File: src/rtl/rst_seq_ctrl.sv
// rst_seq_ctrl: ordered reset-release sequencer. All stage resets assert
// together on rst or a software restart, then release one at a time in
// index order, each waiting for its acknowledge (or a timeout) plus a gap.
// Ports: clk, rst (async, active-high), sw_rst_req_i (sync restart level),
//   stage_ack_i[N] (per-stage ready), stage_rst_o[N] (per-stage reset,
//   bit 0 first), busy_o, done_o, timeout_o (sticky ack timeout).
// Build option: RST_SEQ_ACK_SYNC_EN adds a 2-flop synchronizer per ack bit.
module rst_seq_ctrl #(
  parameter int NUM_STAGES  = 4,
  parameter int HOLD_CYCLES = 16,
  parameter int STAGE_GAP   = 4,
  parameter int ACK_TIMEOUT = 255
) (
  input  logic                  clk,
  input  logic                  rst,
  input  logic                  sw_rst_req_i,
  input  logic [NUM_STAGES-1:0] stage_ack_i,
  output logic [NUM_STAGES-1:0] stage_rst_o,
  output logic                  busy_o,
  output logic                  done_o,
  output logic                  timeout_o
);

  localparam int MAX_HG =
    (HOLD_CYCLES > STAGE_GAP) ? HOLD_CYCLES : STAGE_GAP;
  localparam int CMAX =
    (MAX_HG > ACK_TIMEOUT) ? MAX_HG : ACK_TIMEOUT;
  localparam int CW = $clog2(CMAX + 1);
  localparam int KW =
    (NUM_STAGES > 1) ? $clog2(NUM_STAGES) : 1;

  localparam logic [CW-1:0] HOLD_LAST = CW'(HOLD_CYCLES - 1);
  localparam logic [CW-1:0] GAP_LAST  = CW'(STAGE_GAP - 1);
  localparam logic [CW-1:0] ACK_LAST  = CW'(ACK_TIMEOUT - 1);
  localparam logic [KW-1:0] K_LAST    = KW'(NUM_STAGES - 1);

  localparam logic [1:0] HOLD     = 2'd0;
  localparam logic [1:0] WAIT_ACK = 2'd1;
  localparam logic [1:0] GAP      = 2'd2;
  localparam logic [1:0] DONE     = 2'd3;

  logic [1:0]            state;
  logic [CW-1:0]         cnt;
  logic [KW-1:0]         k;
  logic [KW-1:0]         k_nxt;
  logic [NUM_STAGES-1:0] ack;
  logic                  ack_k;

`ifdef RST_SEQ_ACK_SYNC_EN
  logic [NUM_STAGES-1:0] ack_m;
  logic [NUM_STAGES-1:0] ack_s;

  // An ack from a stage still held in reset is meaningless, so each
  // synchronizer bit is flushed until its stage is released.
  always_ff @(posedge clk or posedge rst) begin
    if (rst) begin
      ack_m <= '0;
      ack_s <= '0;
    end else begin
      ack_m <= stage_ack_i & ~stage_rst_o;
      ack_s <= ack_m & ~stage_rst_o;
    end
  end

  assign ack = ack_s;
`else
  assign ack = stage_ack_i;
`endif

  assign ack_k = ack[k];
  assign k_nxt = k + KW'(1);

  always_ff @(posedge clk or posedge rst) begin
    if (rst) begin
      state       <= HOLD;
      cnt         <= '0;
      k           <= '0;
      stage_rst_o <= '1;
      busy_o      <= 1'b1;
      done_o      <= 1'b0;
      timeout_o   <= 1'b0;
    end else if (sw_rst_req_i) begin
      state       <= HOLD;
      cnt         <= '0;
      k           <= '0;
      stage_rst_o <= '1;
      busy_o      <= 1'b1;
      done_o      <= 1'b0;
      timeout_o   <= 1'b0;
    end else begin
      case (state)
        HOLD: begin
          if (cnt == HOLD_LAST) begin
            cnt            <= '0;
            k              <= '0;
            stage_rst_o[0] <= 1'b0;
            state          <= WAIT_ACK;
          end else begin
            cnt <= cnt + CW'(1);
          end
        end
        WAIT_ACK: begin
          // A timeout advances the sequence exactly like an ack.
          if (ack_k || cnt == ACK_LAST) begin
            if (!ack_k) timeout_o <= 1'b1;
            cnt <= '0;
            if (k == K_LAST) begin
              state  <= DONE;
              done_o <= 1'b1;
              busy_o <= 1'b0;
            end else begin
              state <= GAP;
            end
          end else begin
            cnt <= cnt + CW'(1);
          end
        end
        GAP: begin
          if (cnt == GAP_LAST) begin
            cnt                <= '0;
            k                  <= k_nxt;
            stage_rst_o[k_nxt] <= 1'b0;
            state              <= WAIT_ACK;
          end else begin
            cnt <= cnt + CW'(1);
          end
        end
        DONE: begin
          state <= DONE;
        end
        default: begin
          state <= HOLD;
          cnt   <= '0;
        end
      endcase
    end
  end

endmodule

File: config.mk
export PLATFORM = sky130hd
export DESIGN_NAME = rst_seq_ctrl
export DESIGN_NICKNAME = d
export VERILOG_FILES = /design/src/rtl/rst_seq_ctrl.sv
export SDC_FILE = /design/constraint.sdc
export NUM_CORES = 1
export LEC_CHECK = 0
export BUFFER_PORTS_ARGS = -buffer_cell sky130_fd_sc_hd__buf_2
export CAP_MARGIN = 40
export CORE_UTILIZATION = 50
export DETAILED_ROUTE_END_ITERATION = 10
export GPL_TIMING_DRIVEN = 1
export PLACE_DENSITY = 0.7
export SYNTH_ARGS = -nofsm -noshare
export SYNTH_HDL_FRONTEND = slang
export SYNTH_SLANG_ARGS = --single-unit
File: constraint.sdc
create_clock -name clk -period 6.8 [get_ports clk]
set_input_delay 0.68 -clock clk [delete_from_list [all_inputs] [get_ports clk]]
set_output_delay 0.68 -clock clk [all_outputs]
set_load 0.01 [all_outputs]
# Word level (Yosys, flattened, before mapping)

Index checks and enable logic that the tools add are counted.

Output and inout bits: 7
Register bits after elaboration: 19

Equal/unequal tests: 11
Mux-type cells: 36
Reduce and logical (&&, ||, !) cells: 15
$add $sub $neg: 2
Bitwise operators: 2
$lt $le $gt $ge: 3

Operators by type and width:

| kind                                                                          | count |
|---|---|
| 8-bit 2-to-1 mux                                                              | 4 |
| 8-bit one-hot mux with 3 select lines                                         | 1 |
| 1-bit 2-to-1 mux                                                              | 16 |
| 2-bit 2-to-1 mux                                                              | 7 |
| 3-bit AND reduction                                                           | 4 |
| 2-bit nonzero test                                                            | 5 |
| 3-bit != test (second input constant)                                         | 3 |
| 8-bit by 1-bit adder with 8-bit output (second input constant)                | 1 |
| 8-bit by 2-bit == test with 1-bit output (second input constant)              | 1 |
| 8-bit by 4-bit == test with 1-bit output (second input constant)              | 1 |
| 8-bit == test (second input constant)                                         | 1 |
| 4-bit 2-to-1 mux                                                              | 2 |
| 2-bit one-hot mux with 4 select lines                                         | 1 |
| 2-bit == test (second input constant)                                         | 3 |
| 2-bit by 3-bit less-than comparator with 1-bit output (second input constant) | 2 |
| 4-bit bitwise AND                                                             | 1 |
| 4-bit NOT                                                                     | 1 |
| 2-bit one-hot mux with 2 select lines                                         | 1 |
| 4-bit nonzero test                                                            | 1 |
| 3-bit 2-to-1 mux                                                              | 1 |
| 3-bit nonzero test                                                            | 1 |
| 2-bit by 1-bit adder with 2-bit output (second input constant)                | 1 |
| 1-bit binary-select mux with 2-bit select                                     | 1 |
| 1-bit demux with 2-bit select                                                 | 1 |
| 8 further kinds                                                               | 8 |

# Longest topological paths before layout

Depth in word-level cells: 10
Gate-level depth with buffers: 8
Depth with buffers taken out: 7

# Worst setup path before layout

No wires, ideal clock.

Path kind: input port to flip-flop
From: input stage_ack_i[3]
To: register cnt[4]
Setup time: 0.083 ns
Data arrival time: 2.377 ns
Buffers on the path: 0
Stages on the path: 5
Data required time: 6.717 ns
Setup slack: 4.340 ns
Path through: mux4_2 a211o_1 a311o_2 or4_1 o21ai_0

Word-level cells in the longest chain between the ends: 6

Ends and longest elaborated chain:

| element                                   | line | text |
|---|---|---|
| from (decl)                               | 17   | `input logic [NUM_STAGES-1:0] stage_ack_i,` |
| 1-bit binary-select mux with 2-bit select | 70   | `assign ack_k = ack[k];` |
| 1-bit 2-to-1 mux (not written as such)    | 70   |  |
| 1-bit logical OR                          | 104  | `if (ack_k \|\| cnt == ACK_LAST) begin` |
| 8-bit 2-to-1 mux                          | 104  |  |
| 8-bit one-hot mux with 3 select lines     | 91   | `case (state)` |
| 8-bit 2-to-1 mux                          | 82   | `end else if (sw_rst_req_i) begin` |
| to (signal assigned)                      | 99   | `cnt <= cnt + CW'(1);` |
| to (signal assigned)                      | 115  | `cnt <= cnt + CW'(1);` |
| to (signal assigned)                      | 125  | `cnt <= cnt + CW'(1);` |
| to (decl)                                 | 43   | `logic [CW-1:0] cnt;` |

Every way passes these cells. The select of a mux whose other input is x is not followed.
A chain may end at the register's enable or synchronous reset.

# Final worst setup path

From: register k[0]
To: register cnt[4]

Word-level cells in the longest chain between the ends: 6

Ends and longest elaborated chain:

| element                                   | line | text |
|---|---|---|
| from (decl)                               | 44   | `logic [KW-1:0] k;` |
| from (signal assigned)                    | 121  | `k <= k_nxt;` |
| 1-bit binary-select mux with 2-bit select | 70   |  |
| 1-bit 2-to-1 mux (not written as such)    | 70   |  |
| 1-bit logical OR                          | 104  |  |
| 8-bit 2-to-1 mux                          | 104  |  |
| 8-bit one-hot mux with 3 select lines     | 91   |  |
| 8-bit 2-to-1 mux                          | 82   |  |

Every way passes these cells. The select of a mux whose other input is x is not followed.

==> flow_metrics.py <==
metrics = {
    "outcome": {
        "run_status": "finished clean",
    },
    "synth": {
        "synth_ff_type": "sky130_fd_sc_hd__dfrtp_1",
        "async_reset_ff_share_pct": 100.0,
        "synth.yosys.warnings": 0,
        "ys_ff_latch": 19,
        "synthesis.nets": 143,
        "synthesis.area_per_instance_um2": 9.275,
        "post_synth_num_cell_types": 38,
        "synth_edf_count": 0,
        "synth_cells": 126,
        "synth.yosys.seq_area_share_pct": 41.22,
        "synthesis.area_um2": 1169,
    },
    "power": {
        "post-layout-total-power_uw": 334.8,
        "power.density_cell_area_nw_per_um2": 262.3,
        "peakVddDrop_v": 0.0001971,
        "total_leakage_power_nw": 0.5513,
    },
    "timing": {
        "hold-worst-slack_ns": 0.4564,
        "min_period_ns": 2.422,
        "maxSlewHeadroom_pct": 40.27,
        "rsz_0062_raised_after_global_routing": "no",
        "maxSlewViolCount": 0,
        "totalNegativeSetupSlack_ns": 0,
        "hold_violation_count_in_the_final_report": 0,
        "finalSetupViolCount": 0,
        "transition_time_at_the_pin_with_the_least_slew_margin_ns": 0.8886,
        "fin_skew_ns": 0.01664,
        "post-route-period-util_pct": 35.61,
        "max_freq_ghz": 0.4129,
    },
    "global_routing": {
        "global_route.usage.total_pct": 21.36,
        "grt_start_max_net_pins": 20,
        "wire_length_of_the_first_global_routing_pass_um": 4029,
        "grt_antenna_before_repair": 0,
        "globalRoute.totalOverflow": 0,
        "grt_pass1_vias": 962,
    },
    "finish": {
        "fill_cells": 195,
        "antenna_cells": 0,
        "final_area_um2": 1276,
        "nNetsFinal": 157,
        "register_cell_area_after_layout_um2": 481.7,
        "layout.cells.most_common": "sky130_fd_sc_hd__dfrtp_1",
        "mostFrequentLayoutCells": "sky130_fd_sc_hd__dfrtp_1, sky130_fd_sc_hd__nand2_1, sky130_fd_sc_hd__buf_2",
        "layout-area-overhead-vs-synth_pct": 9.207,
        "multiInputGateArea_um2": 621.8,
        "final_layout_size_suffix_gt1_share_pct": 20.14,
    },
    "clock_network": {
        "cts.sinks": 19,
        "cts.root.buffer_cell": "sky130_fd_sc_hd__clkbuf_4",
        "cts.reportedPaths.clkPinSlew_ns": 0.12,
        "cts.repair_timing.setup_buffer_count": 0,
        "postCtsResizedCells": 0,
        "clkLatencyLatePin_ns": 0.31,
        "postCtsHoldBufs": 0,
        "tritoncts.num_buffers": 3,
        "cts-htree-levels": 1,
        "cts_tree": "built",
        "cts_max_path_buffers": 2,
    },
    "worst_setup_path": {
        "setup.worst_path.class": "reg2reg",
        "worst-r2r-cell-count": 5,
        "path_max_fanout": 7,
        "worstSetupStartpointType": "register",
        "cp.required_ns": 7.05,
        "timing.critical_path.arrival_ns": 2.67,
        "crit_path_end_kind": "register",
    },
    "drt": {
        "total_length_of_routed_wires_um": 2312,
        "route.detailed.wl_per_inst_um": 13.84,
        "average_via_count_per_standard_cell": 5.814,
        "dr.first_iter.drc_count": 12,
        "detail_route.first_pass.iterations": 4,
        "routed-via-count": 971,
        "detail_route.drc_violations": 0,
        "route.antenna.remaining_nets": 0,
    },
    "placed_design": {
        "port-buffer-count": 13,
        "gpl.final_weighted_congestion": 0.8362,
        "post-dp-hpwl_um": 1737,
        "dpl_cell_area_um2": 1249,
    },
    "floorplan": {
        "initial_utilization_pct": 52.83,
        "die_area_um2": 2535,
        "chipWidth_um": 50.35,
        "die_height_um": 50.35,
        "core_region_area_um2": 2212,
        "io-pin-count": 14,
        "fp-row-count": 17,
    },
    "job": {
        "maxCapViolCount": 0,
    },
    "min_path": {
        "worstHoldPathType": "in2async",
    },
}
-- flip-flops by register name, summed over array words and instances, names as in the netlist --
signal       flops
k                2
timeout_o        1
done_o           1
stage_rst_o      4
cnt              8
state            2
busy_o           1
-- worst paths after layout --
check,to,startpoint,slack (ns)
min reg2reg,busy_o$_DFFE_PP1P_,busy_o$_DFFE_PP1P_,0.47
max in group asynchronous,cnt[3]$_DFFE_PP0P_,rst,5.87
min in group clk,busy_o$_DFFE_PP1P_,busy_o$_DFFE_PP1P_,0.47
max reg2reg,cnt[4]$_DFFE_PP0P_,k[0]$_DFFE_PP0P_,4.38
min,cnt[2]$_DFFE_PP0P_,rst,0.46
max,cnt[4]$_DFFE_PP0P_,k[0]$_DFFE_PP0P_,4.38
-- cell families (layout without fill, tap and decap cells) --
logic type | after synthesis | in the layout | synth area share, %
AOI/OAI and AO/OA | 31 | 31 | 16.81
adders and majority gates | 10 | 10 | 10.71
and+or+nand+nor | 46 | 46 | 21.41
buffers and inverters | 16 | 29 | 5.567
muxes | 2 | 2 | 2.784
DFF | 19 | 19 | 41.22
xor gates and xnor gates | 2 | 2 | 1.499
-- per-layer routing --
| metal | vias up | share of wire (%) | GRT usage, % |
|---|---|---|---|
| met2 | 20 | 52 | 36.44 |
| met3 | 3 | 3.6 | 6.061 |
| met4 | 0 | 1.0 | 9.259 |
| met5 | - | 0 | 0 |
| li1 | 479 | - | - |
| met1 | 469 | 43 | 24.81 |
-- power by group --
group          switching, mW  internal, mW
Clock                 0.0370        0.0220
Sequential            0.0159         0.128
Combinational         0.0821        0.0495
-- critical path, cell delays in order (launching register included) --
cell and delay [ns]:
sky130_fd_sc_hd__dfrtp_1 0.48, sky130_fd_sc_hd__mux4_2 0.59, sky130_fd_sc_hd__a211o_1 0.28, sky130_fd_sc_hd__a311o_2 0.42
sky130_fd_sc_hd__or4_1 0.50, sky130_fd_sc_hd__o21ai_0 0.08
-- cells in the mapped netlist (2+ instances only) --
master,instances,share of area [%]
sky130_fd_sc_hd__nand3_1,6,2.6
sky130_fd_sc_hd__a21o_1,3,1.9
sky130_fd_sc_hd__clkbuf_1,2,0.64
sky130_fd_sc_hd__nor2_1,5,1.6
sky130_fd_sc_hd__nand2_1,13,4.2
sky130_fd_sc_hd__nor3_1,4,1.7
sky130_fd_sc_hd__o311a_1,2,1.7
sky130_fd_sc_hd__dfstp_2,5,11
sky130_fd_sc_hd__inv_1,12,3.9
sky130_fd_sc_hd__nor4_1,3,1.6
sky130_fd_sc_hd__dfrtp_1,14,30
sky130_fd_sc_hd__ha_1,10,11
sky130_fd_sc_hd__or3_1,2,1.1
sky130_fd_sc_hd__o31ai_1,2,1.3
sky130_fd_sc_hd__a21oi_1,10,4.3
sky130_fd_sc_hd__o21ai_0,8,3.4
sky130_fd_sc_hd__nand4b_1,2,1.5
sky130_fd_sc_hd__nand3b_1,2,1.3
sky130_fd_sc_hd__and3_2,2,1.3
-- per-stage QoR --
stage,util [%],setup WS [ns],cells
after floorplan,-,4.340,126
after global placement,56.45,4.174,163
after detailed placement,56.45,4.147,163
after CTS,57.69,4.388,167
after global routing,57.69,4.260,167
final,57.69,4.378,167
-- cell type report --
cell class                      instances  share of cell area [%]
Multi-Input combinational cell         91                   48.73
Sequential cell                        19                   37.75
Clock buffer                            3                   1.765
Timing Repair Buffer                   13                   5.098
Tap cell                               28                   2.745
Clock inverter                          1                  0.3922
Inverter                               12                   3.529
Note: power is estimated with default switching activity, not from simulation.
